File: src/rtl/ascon_pkg.sv
// Shared types and constants for the ASCON-128 initialization controller.
package ascon_pkg;

  // Five 64-bit state words; index i holds word xi.
  typedef logic [4:0][63:0] ascon_state_t;

  localparam logic [63:0] ASCON128_IV     = 64'h80400C0600000000;
  localparam int unsigned ASCON_PA_ROUNDS = 12;

  typedef enum logic [1:0] {IDLE, START, WAIT, OUT} init_state_e;

endpackage

File: src/rtl/ascon_init_ctrl.sv
// ASCON-128 initialization controller: accepts K/N, builds IV||K||N, runs the
// 12-round permutation, XORs K into x3/x4 and hands the state downstream.
// Optional permutation watchdog: define ASCON_INIT_TIMEOUT_EN.
module ascon_init_ctrl
  import ascon_pkg::*;
#(
  parameter logic [63:0] IV        = ASCON128_IV,
  parameter int unsigned PA_ROUNDS = ASCON_PA_ROUNDS
`ifdef ASCON_INIT_TIMEOUT_EN
  , parameter int unsigned TIMEOUT = 64
`endif
) (
  input  logic              clk,
  input  logic              rst_n,
  input  logic              in_valid,
  output logic              in_ready,
  input  logic [127:0]      key,
  input  logic [127:0]      nonce,
  output logic              perm_start,
  output logic [3:0]        perm_rounds,
  output logic [4:0][63:0]  perm_state_in,
  input  logic [4:0][63:0]  perm_state_out,
  input  logic              perm_done,
  output logic              out_valid,
  input  logic              out_ready,
  output logic [4:0][63:0]  state_out,
  output logic              busy,
  output logic              err
);

  init_state_e  state, state_n;
  logic [127:0] key_q;
  logic         err_n;
  logic         wd_hit;

  assign perm_rounds = 4'(PA_ROUNDS);
  assign busy        = (state != IDLE);

`ifdef ASCON_INIT_TIMEOUT_EN
  localparam int unsigned CNT_W = $clog2(TIMEOUT + 1);
  logic [CNT_W-1:0] cnt;

  assign wd_hit = (state == WAIT) && !perm_done && (cnt == CNT_W'(TIMEOUT - 1));

  // Watchdog: counter is zero outside WAIT, so it starts from zero on entry.
  always_ff @(posedge clk) begin
    if (!rst_n) begin
      cnt <= '0;
      err <= 1'b0;
    end else begin
      err <= err_n;
      if (state != WAIT) cnt <= '0;
      else               cnt <= cnt + CNT_W'(1);
    end
  end
`else
  assign wd_hit = 1'b0;
  assign err    = 1'b0;
`endif

  // Next-state logic; err_n is the sticky error flag's next value.
  always_comb begin
    state_n = state;
    err_n   = err | wd_hit;
    case (state)
      IDLE:    if (in_valid && in_ready) state_n = START;
      START:   state_n = WAIT;
      WAIT:    if (perm_done)    state_n = OUT;
               else if (wd_hit)  state_n = IDLE;
      OUT:     if (out_ready)    state_n = IDLE;
      default: state_n = IDLE;
    endcase
  end

  // State register, registered handshake outputs and datapath capture.
  always_ff @(posedge clk) begin
    if (!rst_n) begin
      state         <= IDLE;
      in_ready      <= 1'b1;
      perm_start    <= 1'b0;
      out_valid     <= 1'b0;
      key_q         <= '0;
      perm_state_in <= '0;
      state_out     <= '0;
    end else begin
      state      <= state_n;
      // Outputs decoded from the next state so they are flops, not comb paths.
      in_ready   <= (state_n == IDLE) && !err_n;
      perm_start <= (state_n == START);
      out_valid  <= (state_n == OUT);
      if (state == IDLE && state_n == START) begin
        key_q            <= key;
        perm_state_in[0] <= IV;
        perm_state_in[1] <= key[127:64];
        perm_state_in[2] <= key[63:0];
        perm_state_in[3] <= nonce[127:64];
        perm_state_in[4] <= nonce[63:0];
      end
      if (state == WAIT && perm_done) begin
        state_out[0] <= perm_state_out[0];
        state_out[1] <= perm_state_out[1];
        state_out[2] <= perm_state_out[2];
        state_out[3] <= perm_state_out[3] ^ key_q[127:64];
        state_out[4] <= perm_state_out[4] ^ key_q[63:0];
      end
    end
  end

endmodule

File: config.mk
export PLATFORM = sky130hd
export DESIGN_NAME = ascon_init_ctrl
export DESIGN_NICKNAME = d
export VERILOG_FILES = /design/src/rtl/ascon_pkg.sv /design/src/rtl/ascon_init_ctrl.sv
export SDC_FILE = /design/constraint.sdc
export NUM_CORES = 1
export LEC_CHECK = 0
export CAP_MARGIN = 30
export CORE_AREA = 2 2 485 487
export DETAILED_ROUTE_END_ITERATION = 7
export DIE_AREA = 0 0 487 489
export SYNTH_ARGS = -nofsm -noshare
export SYNTH_HDL_FRONTEND = slang
export SYNTH_SLANG_ARGS = --single-unit
File: constraint.sdc
create_clock -name clk -period 1.6 [get_ports clk]
set_clock_uncertainty 0.05 [all_clocks]
set_input_delay 0.4 -clock clk [delete_from_list [all_inputs] [get_ports clk]]
set_output_delay 0.4 -clock clk [all_outputs]
set_load 0.005 [all_outputs]
==> metrics.md <==
| Metric | Value |
|---|---|
| CP arrival | 1430 ps |
| Cell Rows | 178 |
| CTS tree | built |
| Antenna viol nets, final | 0 |
| Sequential area share after synthesis | 0.533 |
| Syn Inst Count | 2498 |
| Cts bufs inserted | 76 |
| Most common cell after layout, fill and taps aside | nand3_1 |
| Fin nets | 4479 |
| Initial antenna violation count | 115 |
| Layout cells sized above 1 | 0.439 |
| Hold violation total from the final report | 0 |
| Max Freq | 532 MHz |
| FF-to-FF path depth | 8 |
| M3 GR Usage | 0.0629 |
| Clock sink total | 582 |
| Hold slack | 164 ps |
| Number of setup violations in the final report | 569 |
| Clk root buf | clkbuf_16 |
| Overflow left after global routing | 0 |
| Fillers | 25600 |
| Met1 Use GR | 0.135 |
| Cell depth of the worst min-delay path | 3 |
| Via density | 3.45 |
| Commonest non-fill, non-tap cells in the layout | nand3_1, clkdlybuf4s50_1, dfxtp_2, nand2_1, buf_6 |
| Leak | 18.5 nW |
| RePlAce Congestion | 0.886 |
| Clk_lat worst skew | 720 ps |
| Layout Utilization | 0.192 |
| Worst VDD drop | 0.000732 V |
| Crit end category | output port |
| Synth warnings | 0 |
| Number of max-cap violations | 0 |
| RSZ-0062 raised after global routing | yes |
| CTS Buffer Depth | 3 |
| Mapped cell area | 21800 µm² |
| Startpoint class of the critical path | register |
| Pre-Repair DR Iteration Count | 5 |
| Setup WS post-layout | -279 ps |
| Die X | 487 µm |
| Total GRT Usage | 0.126 |
| Most Crowded Layer GR | met2 |
| DR DRC count | 0 |
| Largest net degree at the start of global routing | 123 |
| Area growth, synth to finish | 105% |
| Worst-path fanout max | 2 |
| Final Non-Filler Cells | 7055 |
| H-tree lvl count | 3 |
| Worst-path clk slew | 60 ps |
| Number of distinct library cells after synthesis | 26 |
| Final setup TNS | -17440 ps |
| Die ar. | 238000 µm² |
| Top cells by area, synth | dfxtp_1, nand3_1, nand2_1 |
| Hold Crit Class | input pin to register |
| DIE HEIGHT | 489 µm |
| Power density over cell area | 981 nW/µm² |
| Final Critical Period | 1880 ps |
| First DRT Iteration DRCs | 1385 |
| Core region area | 234000 µm² |
| Critical Setup Path Class | register to output port |
| # port buffers | 1166 |
| Post-synthesis average cell area | 8.74 µm² |
| Starting density of the core | 0.0935 |
| Final wirelength | 165 mm |
| Via Count | 24400 |
| DP HPWL | 131 mm |
| Yosys top cell area share | 0.533 |
| Pins Over Slew Limit | 0 |
| Number of synthesized register bits | 582 |
| Number of global-route vias before repair | 23300 |
| Met2 usage | 0.209 |
| CP Data Required Time | 1150 ps |
| DR WL/cell | 23.3 µm |
| Placed Instances | 6705 |
| First-pass GRT wire length | 202 mm |
| Failing checks | setup timing |
| Ports | 1230 |
| Total Power | 44.0 mW |
| Final Cycle Share | 1.17 |
| Yosys top cell by area | dfxtp_1 |
| Status | complete, but fails checks |
-- synth_stat cells --
cell,instances
nand3_1,707
dfxtp_1,582
nand2_1,449
o21ai_0,192
o2bb2ai_1,128
xnor2_1,128
clkbuf_1,116
buf_4,84
buf_2,60
buf_6,19
buf_1,17
conb_1,2
a21o_1,1
a21oi_1,1
and2_1,1
and2_4,1
and3_1,1
and4bb_2,1
inv_1,1
nand3b_4,1
nand4bb_1,1
nor2_1,1
nor2b_1,1
o21a_1,1
o21bai_1,1
or2_2,1
-- sequential cells by signal (all words and copies together), names as in the netlist --
register,cells
perm_start,1
state_out,320
in_ready,1
perm_state_in,256
state,2
out_valid,1
key_q,1
-- through the flow --
stage,instance area [µm²],worst slack (ps)
floorplan,22100,165
global placement,39200,-443
detailed placement,39200,-509
CTS,43300,-366
global route,44800,-352
finish,44900,-279
-- cells by family after synthesis --
| group | synth area share |
|---|---|
| and+or+nand+nor | 0.243 |
| DFF | 0.533 |
| buffers and inverters | 0.0754 |
| xor gates and xnor gates | 0.0513 |
| AOI/OAI and AO/OA | 0.0966 |
| other | 0.000344 |
-- per-layer routing --
layer | wire length (µm) | up-vias
met5 | 339 | -
met4 | 7340 | 50
met3 | 20200 | 333
met2 | 76400 | 1321
met1 | 60300 | 11300
li1 | - | 11300
-- report_power, final --
part | switching [mW] | internal, mW
Clock | 7.63 | 10.3
Combinational | 4.39 | 5.39
Sequential | 0.761 | 15.6
-- final cells by class --
cell class                 instances  area [µm²]  area share
antenna                           40         100     0.00223
sequential                       582       12500       0.279
clock buffer                     103        2130      0.0475
multi-input combinational       1680        9340       0.208
clock inverter                    32         424     0.00945
inverter                           1        3.75   0.0000836
tap                             3060        3830      0.0853
timing repair buffer            1557       16500       0.368
-- repair_timing --
action	in CTS	in global routing
pin swaps	8	48
gates resized for setup	2906	129
setup endpoints to repair	598	990
hold endpoints to repair	0	0
hold buffers	0	0
buffers inserted	125	18
gates cloned	8	25
-- path summary, 6_finish.rpt --
| check | start | endpoint | slack, ps |
|---|---|---|---|
| worst max-delay path | state[1] | busy | -280 |
| worst min register to register | perm_state_in[284] | perm_state_in[284] | 400 |
| worst max register to register | state[1] | perm_state_in[103] | -110 |
| worst min-delay path | key[7] | perm_state_in[135] | 160 |
-- worst max-delay path: stages, from the launching register on --
cell and delay (ps):
dfxtp_2 320, or2_4 280, buf_6 130
Note: power is estimated with default switching activity, not from simulation.
